<file path="src/rtl/uart_rx_fifo_pkg.sv">
// uart_pkg: shared definitions for the UART receive path and its FIFO.
// Holds the receiver FSM state type, frame geometry constants and the
// helper that widens a received byte into a 16-bit Hack word.
package uart_pkg;

    typedef enum logic [1:0] {
        IDLE,
        START,
        DATA,
        STOP
    } rx_state_t;

    localparam int unsigned OVERSAMPLE = 16;
    localparam int unsigned DATA_BITS  = 8;
    localparam int unsigned MID_TICK   = 7;

    // Zero-extend a received byte into a Hack word.
    function automatic logic [15:0] to_hack_word(input logic [7:0] i_byte);
        return {8'h00, i_byte};
    endfunction

endpackage

</file>
<file path="src/rtl/uart_rx_fifo_sync_fifo.sv">
// sync_fifo: single-clock first-word-fall-through FIFO.
// The head entry is visible on o_RDATA whenever the FIFO is non-empty.
// A write into a full FIFO is accepted only when a pop happens in the same
// cycle; otherwise it is dropped and the contents stay unchanged.
module sync_fifo #(
    parameter int unsigned WIDTH = 8,
    parameter int unsigned DEPTH = 8
) (
    input  logic                     i_CLK,
    input  logic                     i_RESET,
    input  logic                     i_WR,
    input  logic [WIDTH-1:0]         i_WDATA,
    input  logic                     i_RD,
    output logic [WIDTH-1:0]         o_RDATA,
    output logic                     o_FULL,
    output logic                     o_EMPTY,
    output logic [$clog2(DEPTH):0]   o_COUNT
);

    localparam int unsigned AW         = $clog2(DEPTH);
    localparam logic [AW:0] FULL_COUNT = (AW+1)'(DEPTH);

    logic [WIDTH-1:0] r_mem [DEPTH];
    logic [AW-1:0]    r_wptr;
    logic [AW-1:0]    r_rptr;
    logic [AW:0]      r_count;
    logic             w_do_rd;
    logic             w_do_wr;

    assign w_do_rd = i_RD && (r_count != '0);
    assign w_do_wr = i_WR && ((r_count != FULL_COUNT) || w_do_rd);

    // Pointer and occupancy bookkeeping; pointers wrap at DEPTH.
    always_ff @(posedge i_CLK) begin
        if (i_RESET) begin
            r_wptr  <= '0;
            r_rptr  <= '0;
            r_count <= '0;
        end else begin
            if (w_do_wr) r_wptr <= r_wptr + 1'b1;
            if (w_do_rd) r_rptr <= r_rptr + 1'b1;
            case ({w_do_wr, w_do_rd})
                2'b10:   r_count <= r_count + 1'b1;
                2'b01:   r_count <= r_count - 1'b1;
                default: r_count <= r_count;
            endcase
        end
    end

    // Storage array; contents are don't-care while empty, so no reset.
    always_ff @(posedge i_CLK) begin
        if (w_do_wr) r_mem[r_wptr] <= i_WDATA;
    end

    assign o_RDATA = r_mem[r_rptr];
    assign o_FULL  = (r_count == FULL_COUNT);
    assign o_EMPTY = (r_count == '0);
    assign o_COUNT = r_count;

endmodule

</file>
<file path="src/rtl/uart_rx_fifo.sv">
// uart_rx_fifo: 8N1 UART receiver, 16x oversampling, feeding a FWFT FIFO
// that presents bytes as zero-extended 16-bit Hack words.
// Optional build macro UART_RX_MAJORITY_EN: each sample point becomes the
// 2-of-3 majority of three consecutive ticks, decided one tick later.
import uart_pkg::*;

module uart_rx_fifo #(
    parameter int unsigned CLKS_PER_TICK = 325,
    parameter int unsigned FIFO_DEPTH    = 8
) (
    input  logic        i_CLK,
    input  logic        i_RESET,
    input  logic        i_Serial_RX,
    input  logic        i_RD,
    output logic [15:0] o_DATA,
    output logic        o_VALID,
    output logic        o_FRAME_ERR,
    output logic        o_OVERRUN,
    input  logic        i_CLR_ERR
);

    localparam int unsigned    TW        = $clog2(CLKS_PER_TICK);
    localparam int unsigned    AW        = $clog2(FIFO_DEPTH);
    localparam logic [TW-1:0]  TICK_LAST = TW'(CLKS_PER_TICK - 1);
    localparam logic [3:0]     SUB_LAST  = 4'(OVERSAMPLE - 1);
    localparam logic [2:0]     LAST_BIT  = 3'(DATA_BITS - 1);
`ifdef UART_RX_MAJORITY_EN
    localparam logic [3:0]     START_SUB = 4'(MID_TICK + 1);
`else
    localparam logic [3:0]     START_SUB = 4'(MID_TICK);
`endif

    logic            r_sync1;
    logic            r_sync2;
    logic            w_rx_s;
    logic [TW-1:0]   r_tick_cnt;
    logic            w_tick;
    rx_state_t       r_state;
    logic [3:0]      r_sub;
    logic [2:0]      r_bit_idx;
    logic [7:0]      r_shift;
    logic            r_push;
    logic [7:0]      r_push_byte;
    logic            r_frame_err;
    logic            r_overrun;
    logic [3:0]      w_decide_sub;
    logic            w_decide;
    logic            w_sample;
    logic [7:0]      w_head;
    logic            w_full;
    logic            w_empty;
    logic [AW:0]     w_count;

    assign w_rx_s = r_sync2;

    // Two-flop synchroniser on the asynchronous serial line.
    always_ff @(posedge i_CLK) begin
        if (i_RESET) begin
            r_sync1 <= 1'b1;
            r_sync2 <= 1'b1;
        end else begin
            r_sync1 <= i_Serial_RX;
            r_sync2 <= r_sync1;
        end
    end

    // Tick prescaler, realigned to the falling edge that opens a frame.
    always_ff @(posedge i_CLK) begin
        if (i_RESET) begin
            r_tick_cnt <= '0;
        end else if ((r_state == IDLE) && !w_rx_s) begin
            r_tick_cnt <= '0;
        end else if (w_tick) begin
            r_tick_cnt <= '0;
        end else begin
            r_tick_cnt <= r_tick_cnt + 1'b1;
        end
    end

    assign w_tick       = (r_tick_cnt == TICK_LAST);
    assign w_decide_sub = (r_state == START) ? START_SUB : SUB_LAST;
    assign w_decide     = w_tick && (r_sub == w_decide_sub);

`ifdef UART_RX_MAJORITY_EN
    logic r_s_a;
    logic r_s_b;

    // Capture the two ticks preceding each decision tick for the vote.
    always_ff @(posedge i_CLK) begin
        if (i_RESET) begin
            r_s_a <= 1'b1;
            r_s_b <= 1'b1;
        end else if (w_tick) begin
            if (r_sub == (w_decide_sub - 4'd2)) r_s_a <= w_rx_s;
            if (r_sub == (w_decide_sub - 4'd1)) r_s_b <= w_rx_s;
        end
    end

    assign w_sample = (r_s_a & r_s_b) | (r_s_a & w_rx_s) | (r_s_b & w_rx_s);
`else
    assign w_sample = w_rx_s;
`endif

    // Receiver FSM: frame timing, bit assembly, push request and frame error.
    always_ff @(posedge i_CLK) begin
        if (i_RESET) begin
            r_state     <= IDLE;
            r_sub       <= '0;
            r_bit_idx   <= '0;
            r_shift     <= '0;
            r_push      <= 1'b0;
            r_push_byte <= '0;
            r_frame_err <= 1'b0;
        end else begin
            r_push <= 1'b0;
            // Clear first so a same-cycle error below overrides it.
            if (i_CLR_ERR) r_frame_err <= 1'b0;
            case (r_state)
                IDLE: begin
                    if (!w_rx_s) begin
                        r_state <= START;
                        r_sub   <= '0;
                    end
                end
                START: begin
                    if (w_decide) begin
                        r_sub <= '0;
                        if (w_sample) begin
                            r_state <= IDLE;
                        end else begin
                            r_state   <= DATA;
                            r_bit_idx <= '0;
                        end
                    end else if (w_tick) begin
                        r_sub <= r_sub + 1'b1;
                    end
                end
                DATA: begin
                    if (w_decide) begin
                        r_sub              <= '0;
                        r_shift[r_bit_idx] <= w_sample;
                        if (r_bit_idx == LAST_BIT) begin
                            r_state <= STOP;
                        end else begin
                            r_bit_idx <= r_bit_idx + 1'b1;
                        end
                    end else if (w_tick) begin
                        r_sub <= r_sub + 1'b1;
                    end
                end
                STOP: begin
                    if (w_decide) begin
                        r_sub   <= '0;
                        r_state <= IDLE;
                        if (w_sample) begin
                            r_push      <= 1'b1;
                            r_push_byte <= r_shift;
                        end else begin
                            r_frame_err <= 1'b1;
                        end
                    end else if (w_tick) begin
                        r_sub <= r_sub + 1'b1;
                    end
                end
                default: r_state <= IDLE;
            endcase
        end
    end

    // Sticky overrun: a push into a full FIFO with no pop alongside it.
    always_ff @(posedge i_CLK) begin
        if (i_RESET) begin
            r_overrun <= 1'b0;
        end else if (r_push && w_full && !i_RD) begin
            r_overrun <= 1'b1;
        end else if (i_CLR_ERR) begin
            r_overrun <= 1'b0;
        end
    end

    sync_fifo #(
        .WIDTH (8),
        .DEPTH (FIFO_DEPTH)
    ) u_fifo (
        .i_CLK   (i_CLK),
        .i_RESET (i_RESET),
        .i_WR    (r_push),
        .i_WDATA (r_push_byte),
        .i_RD    (i_RD),
        .o_RDATA (w_head),
        .o_FULL  (w_full),
        .o_EMPTY (w_empty),
        .o_COUNT (w_count)
    );

    assign o_VALID     = (w_count != '0);
    assign o_DATA      = w_empty ? 16'h0000 : to_hack_word(w_head);
    assign o_FRAME_ERR = r_frame_err;
    assign o_OVERRUN   = r_overrun;

endmodule

</file>
<file path="config.mk">
export PLATFORM = sky130hd
export DESIGN_NAME = uart_rx_fifo
export DESIGN_NICKNAME = d
export VERILOG_FILES = /design/src/rtl/uart_rx_fifo_pkg.sv /design/src/rtl/uart_rx_fifo_sync_fifo.sv /design/src/rtl/uart_rx_fifo.sv
export SDC_FILE = /design/constraint.sdc
export NUM_CORES = 1
export LEC_CHECK = 0
export CAP_MARGIN = 20
export CORE_MARGIN = 1
export CORE_UTILIZATION = 45
export DETAILED_ROUTE_END_ITERATION = 7
export GPL_TIMING_DRIVEN = 0
export PLACE_DENSITY = 0.7
export SLEW_MARGIN = 20
export SYNTH_ARGS = -nofsm -noshare
export SYNTH_HDL_FRONTEND = slang
export SYNTH_SLANG_ARGS = --single-unit
</file>
<file path="constraint.sdc">
create_clock -name i_CLK -period 2.99 [get_ports i_CLK]
set_input_delay 0.4485 -clock i_CLK [delete_from_list [all_inputs] [get_ports i_CLK]]
set_output_delay 0.4485 -clock i_CLK [all_outputs]
set_load 0.005 [all_outputs]
</file>
# Word-level counts from Yosys, hierarchy flattened
# Memory sizes are Yosys's and may differ from the RTL's. A register that Yosys moved wholly into a read port is not among the register bits.
# Index checks and enable logic that the tools add are counted.
# op_classes
n_mux,33
n_reduce_logical,24
eq_ne,18
magnitude_cmp,2
bitwise,2
n_addsub,7
# ops
cell,n
two-way mux 3 bit,6
two-way mux 4 bit,4
one-hot mux 4 bit (2 select lines),2
!= test 2 bit (second input constant),7
two-way mux 2 bit,6
two-way mux 1 bit,10
AND reduction 5 bit,2
adder 3 x 1 -> 3 bit (second input constant),3
adder 9 x 1 -> 9 bit (second input constant),1
equality test 9 bit (second input constant),1
OR reduction 3 bit,3
adder 4 x 1 -> 4 bit (second input constant),2
bitwise mux 8 bit,1
two-way mux 8 bit,1
one-hot mux 2 bit (4 select lines),1
logical AND 1 bit,7
equality test 2 bit (second input constant),3
one-hot mux 3 bit (2 select lines),1
nonzero test 2 bit,3
equality test 2 x 1 -> 1 bit (second input constant),2
equality test 4 bit,1
equality test 4 bit (second input constant),1
zero test 4 bit,1
less-than comparator 3 x 4 -> 1 bit (second input constant),1
13 further kinds,16
# totals
register_bits,49
in_bits,5
ram_bits,64
memories,1
# memory_table
name,words,word_bits,rd,rd_ports_with_merged_regs,wr,line_no,source
u_fifo.r_mem,8,8,1,1,1,uart_rx_fifo_sync_fifo.sv:23,logic [WIDTH-1:0] r_mem [DEPTH];

# Depth between registers and ports, before layout
# logic_depth
ltp_word,6
mapped_depth,8
ltp_nobuf,8

# Cells and area by module
# Synthesis repeated with hierarchy kept, for this count alone.
# hier_totals
hier_cells,384
hier_area_um2,5093.6
# modules_own_cells
mod,area_each_um2,cells_per_inst,instances
sync_fifo,3203.1,176,1
uart_rx_fifo,1890.6,208,1

# Least setup slack after synthesis
# OpenSTA, ideal clock, no wires.
# synth_timing
kind,register to register
start,register u_fifo.r_count[1] (netlist: u_fifo.o_COUNT[1])
end,memory u_fifo.r_mem[0][0] (enable)
path_slack_ns,0.876
required_time_ns,2.607
stages_incl_launch_ff,6
setup_time_ns,0.383
n_path_buf,1
t_arrival_ns,1.730
period_less_slack_ns,2.114
cell_sequence,dfxtp_1 > clkbuf_1 > nor3_1 > a31oi_1 > nand2b_1 > nor3_1
# synth_between
elab_chain_len,6
word_cells_on_any_way,7
classes_between,1 x eq/ne; 2 x mux; 4 x reduce/logical
# synth_lines
item,line_no,source
start: declaration,uart_rx_fifo_sync_fifo.sv:26,logic [AW:0] r_count;
start signal: assignment,uart_rx_fifo_sync_fifo.sv:43,2'b10: r_count <= r_count + 1'b1;
start signal: assignment,uart_rx_fifo_sync_fifo.sv:44,2'b01: r_count <= r_count - 1'b1;
start signal: assignment,uart_rx_fifo_sync_fifo.sv:45,default: r_count <= r_count;
nonzero test 4 bit,uart_rx_fifo_sync_fifo.sv:30,assign w_do_rd = i_RD && (r_count != '0);
logical AND 1 bit,uart_rx_fifo_sync_fifo.sv:30,
logical OR 1 bit (*),uart_rx_fifo_sync_fifo.sv:31,assign w_do_wr = i_WR && ((r_count != FULL_COUNT) || w_do_rd);
logical AND 1 bit (*),uart_rx_fifo_sync_fifo.sv:31,
two-way mux 1 bit (*),uart_rx_fifo_sync_fifo.sv:52,if (w_do_wr) r_mem[r_wptr] <= i_WDATA;
two-way mux 1 bit (not written as such) (*),uart_rx_fifo_sync_fifo.sv:52,
end: declaration,uart_rx_fifo_sync_fifo.sv:23,
# Every way passes the cells marked *; elsewhere a longest branch is shown, timed or not.

==> impl_metrics.tcl <==
set metrics [dict create \
    setup_violations 0 \
    fp.dieH_um 106 \
    period_minus_slack_ns 2.79 \
    wire_per_inst_um 15.0 \
    grt_overflow 0 \
    drtIter0Drc 110 \
    initial_core_util_pct 46.7 \
    powerDensity_nw_per_um2 690 \
    routed_wl_um 8410 \
    finalMaxSlewViolations 0 \
    grt_first_pass_wirelength_um 14100 \
    final.setup.tns_ns 0 \
    drc_errors 0 \
    synth_area_leaders "edfxtp_1 40%, dfxtp_1 21%, mux4_2 7.4%" \
    critPathKind "register to output port" \
    clock_skew_ns 0.0108 \
    clk_latency_ns 0.50 \
    fp.dieArea_um2 11200 \
    run_status "complete, no violations" \
    dp_hpwl_um 5610 \
    crit_required_ns 2.54 \
    crit_family "buffers and inverters" \
    nets 425 \
    drive_gt1_share_pct 17.9 \
    synth.distinct_cells 50 \
    finalCritPeriodShare_pct 93.5 \
    fmax_ghz 0.358 \
    port_buffers 14 \
    gp_congestion 0.773 \
    pre_cts_slack_ns 0.135 \
    finalHoldWorstSlack_ns 0.321 \
    path_clk_slew_ns 0.06 \
    cts_sinks 116 \
    cp-start-kind "register" \
    syn-instance-count 373 \
    power.leakage_nw 2.10 \
    htree_levels 4 \
    rsz0062_at_grt "false" \
    synth-main-ff-cell "edfxtp_1" \
    setup_ws_ns 0.196 \
    cts_max_path_buffers 2 \
    synth-async-reset-ratio_pct 0 \
    synth-edff-count 64 \
    cts_setup_buffers 0 \
    fill_cells 849 \
    grt_pass1_vias 2825 \
    max_slew.worst_pin.slew_ns 0.825 \
    crit_path_end_kind "output port" \
    power_w 0.00401 \
    ir_worst_vdd_mv 0.440 \
    cts_tree "done" \
    antenna_found_initial 0 \
    cts_root_buf "clkbuf_8" \
    ys_seq_area_share_pct 60.9 \
    relSlewSlack_pct 44.8 \
    die_width_um 106 \
    design.core.area_um2 10400 \
    cp_slowest_cell "mux4_2" \
    gr-usage-all-layers_pct 16.8 \
    ys_ff_latch 116 \
    viasPerCell 5.14 \
    grt_max_degree 17 \
    area_growth_syn_to_layout_pct 19.7 \
    ioPinCount 24 \
    ant_nets 0 \
    maxCapViolCount 0 \
    min_path_type "input port to register" \
    antenna_cells 0 \
    crit_fanout 10 \
    synth_warnings 0 \
    hold_buffers 0 \
    vias 2883 \
    path_cells "buf_4 -> buf_12 -> mux4_2 -> mux2i_1 -> nor2_1 -> clkdlybuf4s50_1" \
    arrival_ns 2.35 \
    slowest_delay_ns 0.54 \
    dr.pass1.iters 4 \
    avgSynthCellArea_um2 13.0 \
    hold_viol_final 0 \
    synth.top_cell.area_share_pct 39.5 \
    cp_num_buf_inv 3 \
    num_rows 37 \
    cts_buffers 17 \
    synth_area_um2 4860 \
    synth_top_area_cell "edfxtp_1" \
]
-- through the flow --
step | std cells | utilization, % | area (µm²)
3_3_place_gp | 530 | 49.9 | 5200
5_1_grt | 561 | 55.9 | 5820
2_1_floorplan | 380 | - | 4890
4_1_cts | 562 | 55.7 | 5800
6_report | 561 | 55.9 | 5820
3_5_place_dp | 530 | 50.0 | 5210
-- where the power goes --
group	switching, W	internal, W	total (W)
registers	0.0000209	0.00168	0.00170
clock network	0.000753	0.00121	0.00196
logic	0.000162	0.000185	0.000347
total	0.000936	0.00308	0.00401
-- cells by family (layout without fill, tap and decap cells) --
| family | Yosys count | after routing | share of synthesized area, % |
|---|---|---|---|
| other | 1 | 8 | 0.0771 |
| and+or+nand+nor | 136 | 136 | 14.7 |
| buffers and inverters | 32 | 77 | 3.17 |
| xor gates and xnor gates | 12 | 12 | 2.16 |
| AOI/OAI and AO/OA | 21 | 21 | 3.09 |
| DFF | 116 | 116 | 60.9 |
| muxes | 47 | 47 | 13.8 |
| adders and majority gates | 8 | 8 | 2.06 |
-- registers in the layout (all words and copies together) (netlist names), named ones only --
name            flops
o_FRAME_ERR         1
r_state             1
r_push              1
r_shift             8
u_fifo.r_wptr       3
r_sync2             1
u_fifo.r_mem       64
r_tick_cnt          9
o_OVERRUN           1
u_fifo.o_COUNT      4
r_sub               4
r_sync1             1
r_push_byte         8
r_bit_idx           3
u_fifo.r_rptr       3
-- Yosys cell counts (all sizes together), types with 3 or more instances --
master	instances
nand2	15
a31oi	3
dfxtp	52
and3	4
nand3b	5
nand2b	5
mux4	16
or2	4
nand3	12
nand4	4
nor3	8
inv	8
xor2	9
buf	13
nor2	62
a21oi	5
nor4	5
ha	8
edfxtp	64
xnor2	3
mux2i	30
clkbuf	11
-- per-layer routing --
layer / GRT usage [%] / vias up / wire [µm]
met3: 5.33 / 2 / 200
li1: - / 1440 / -
met5: 0 / - / 0
met4: 6.25 / 0 / 40
met2: 28.1 / 44 / 4200
met1: 20.5 / 1397 / 3970
-- area by class of cell --
cell class / count / area (µm²) / share of cell area, %
inverters: 8 / 30.0 / 0.516
plain buffers: 23 / 143 / 2.45
clock inverters: 15 / 170 / 2.92
clock buffers: 17 / 414 / 7.12
multi-input cells: 232 / 1790 / 30.7
well taps: 136 / 170 / 2.92
flip-flops and latches: 116 / 2960 / 50.9
repair buffers: 14 / 140 / 2.41
-- cell usage in the layout, fill, tap and decap left out, types with 6 or more instances in the layout --
cell type	netlist	routed
nor2_1	62	62
inv_6	0	6
mux2i_1	30	30
ha_1	8	8
xor2_1	9	9
conb_1	1	8
buf_4	8	9
clkbuf_1	11	9
edfxtp_1	64	64
nand3_1	12	12
clkbuf_16	0	16
clkdlybuf4s50_1	0	14
nor3_1	8	6
nand2_1	14	14
mux4_2	16	16
inv_1	7	7
dfxtp_1	52	52
-- final timing paths --
check | from | end | slack [ns] | cells after the start
max | register | o_DATA[0] | 0.20 | 6
min | i_RESET | r_sub[2] | 0.32 | 2
max reg2reg | u_fifo.o_COUNT[1] | u_fifo.r_mem[6][6] | 0.58 | 5
min reg2reg | r_sync1 | r_sync2 | 0.41 | 1
-- timing repair --
item / CTS / global route
resized for setup: 5 / 5
pin swaps: 0 / 0
setup endpoints to repair: 8 / 8
(Power assumes the default switching activity.)
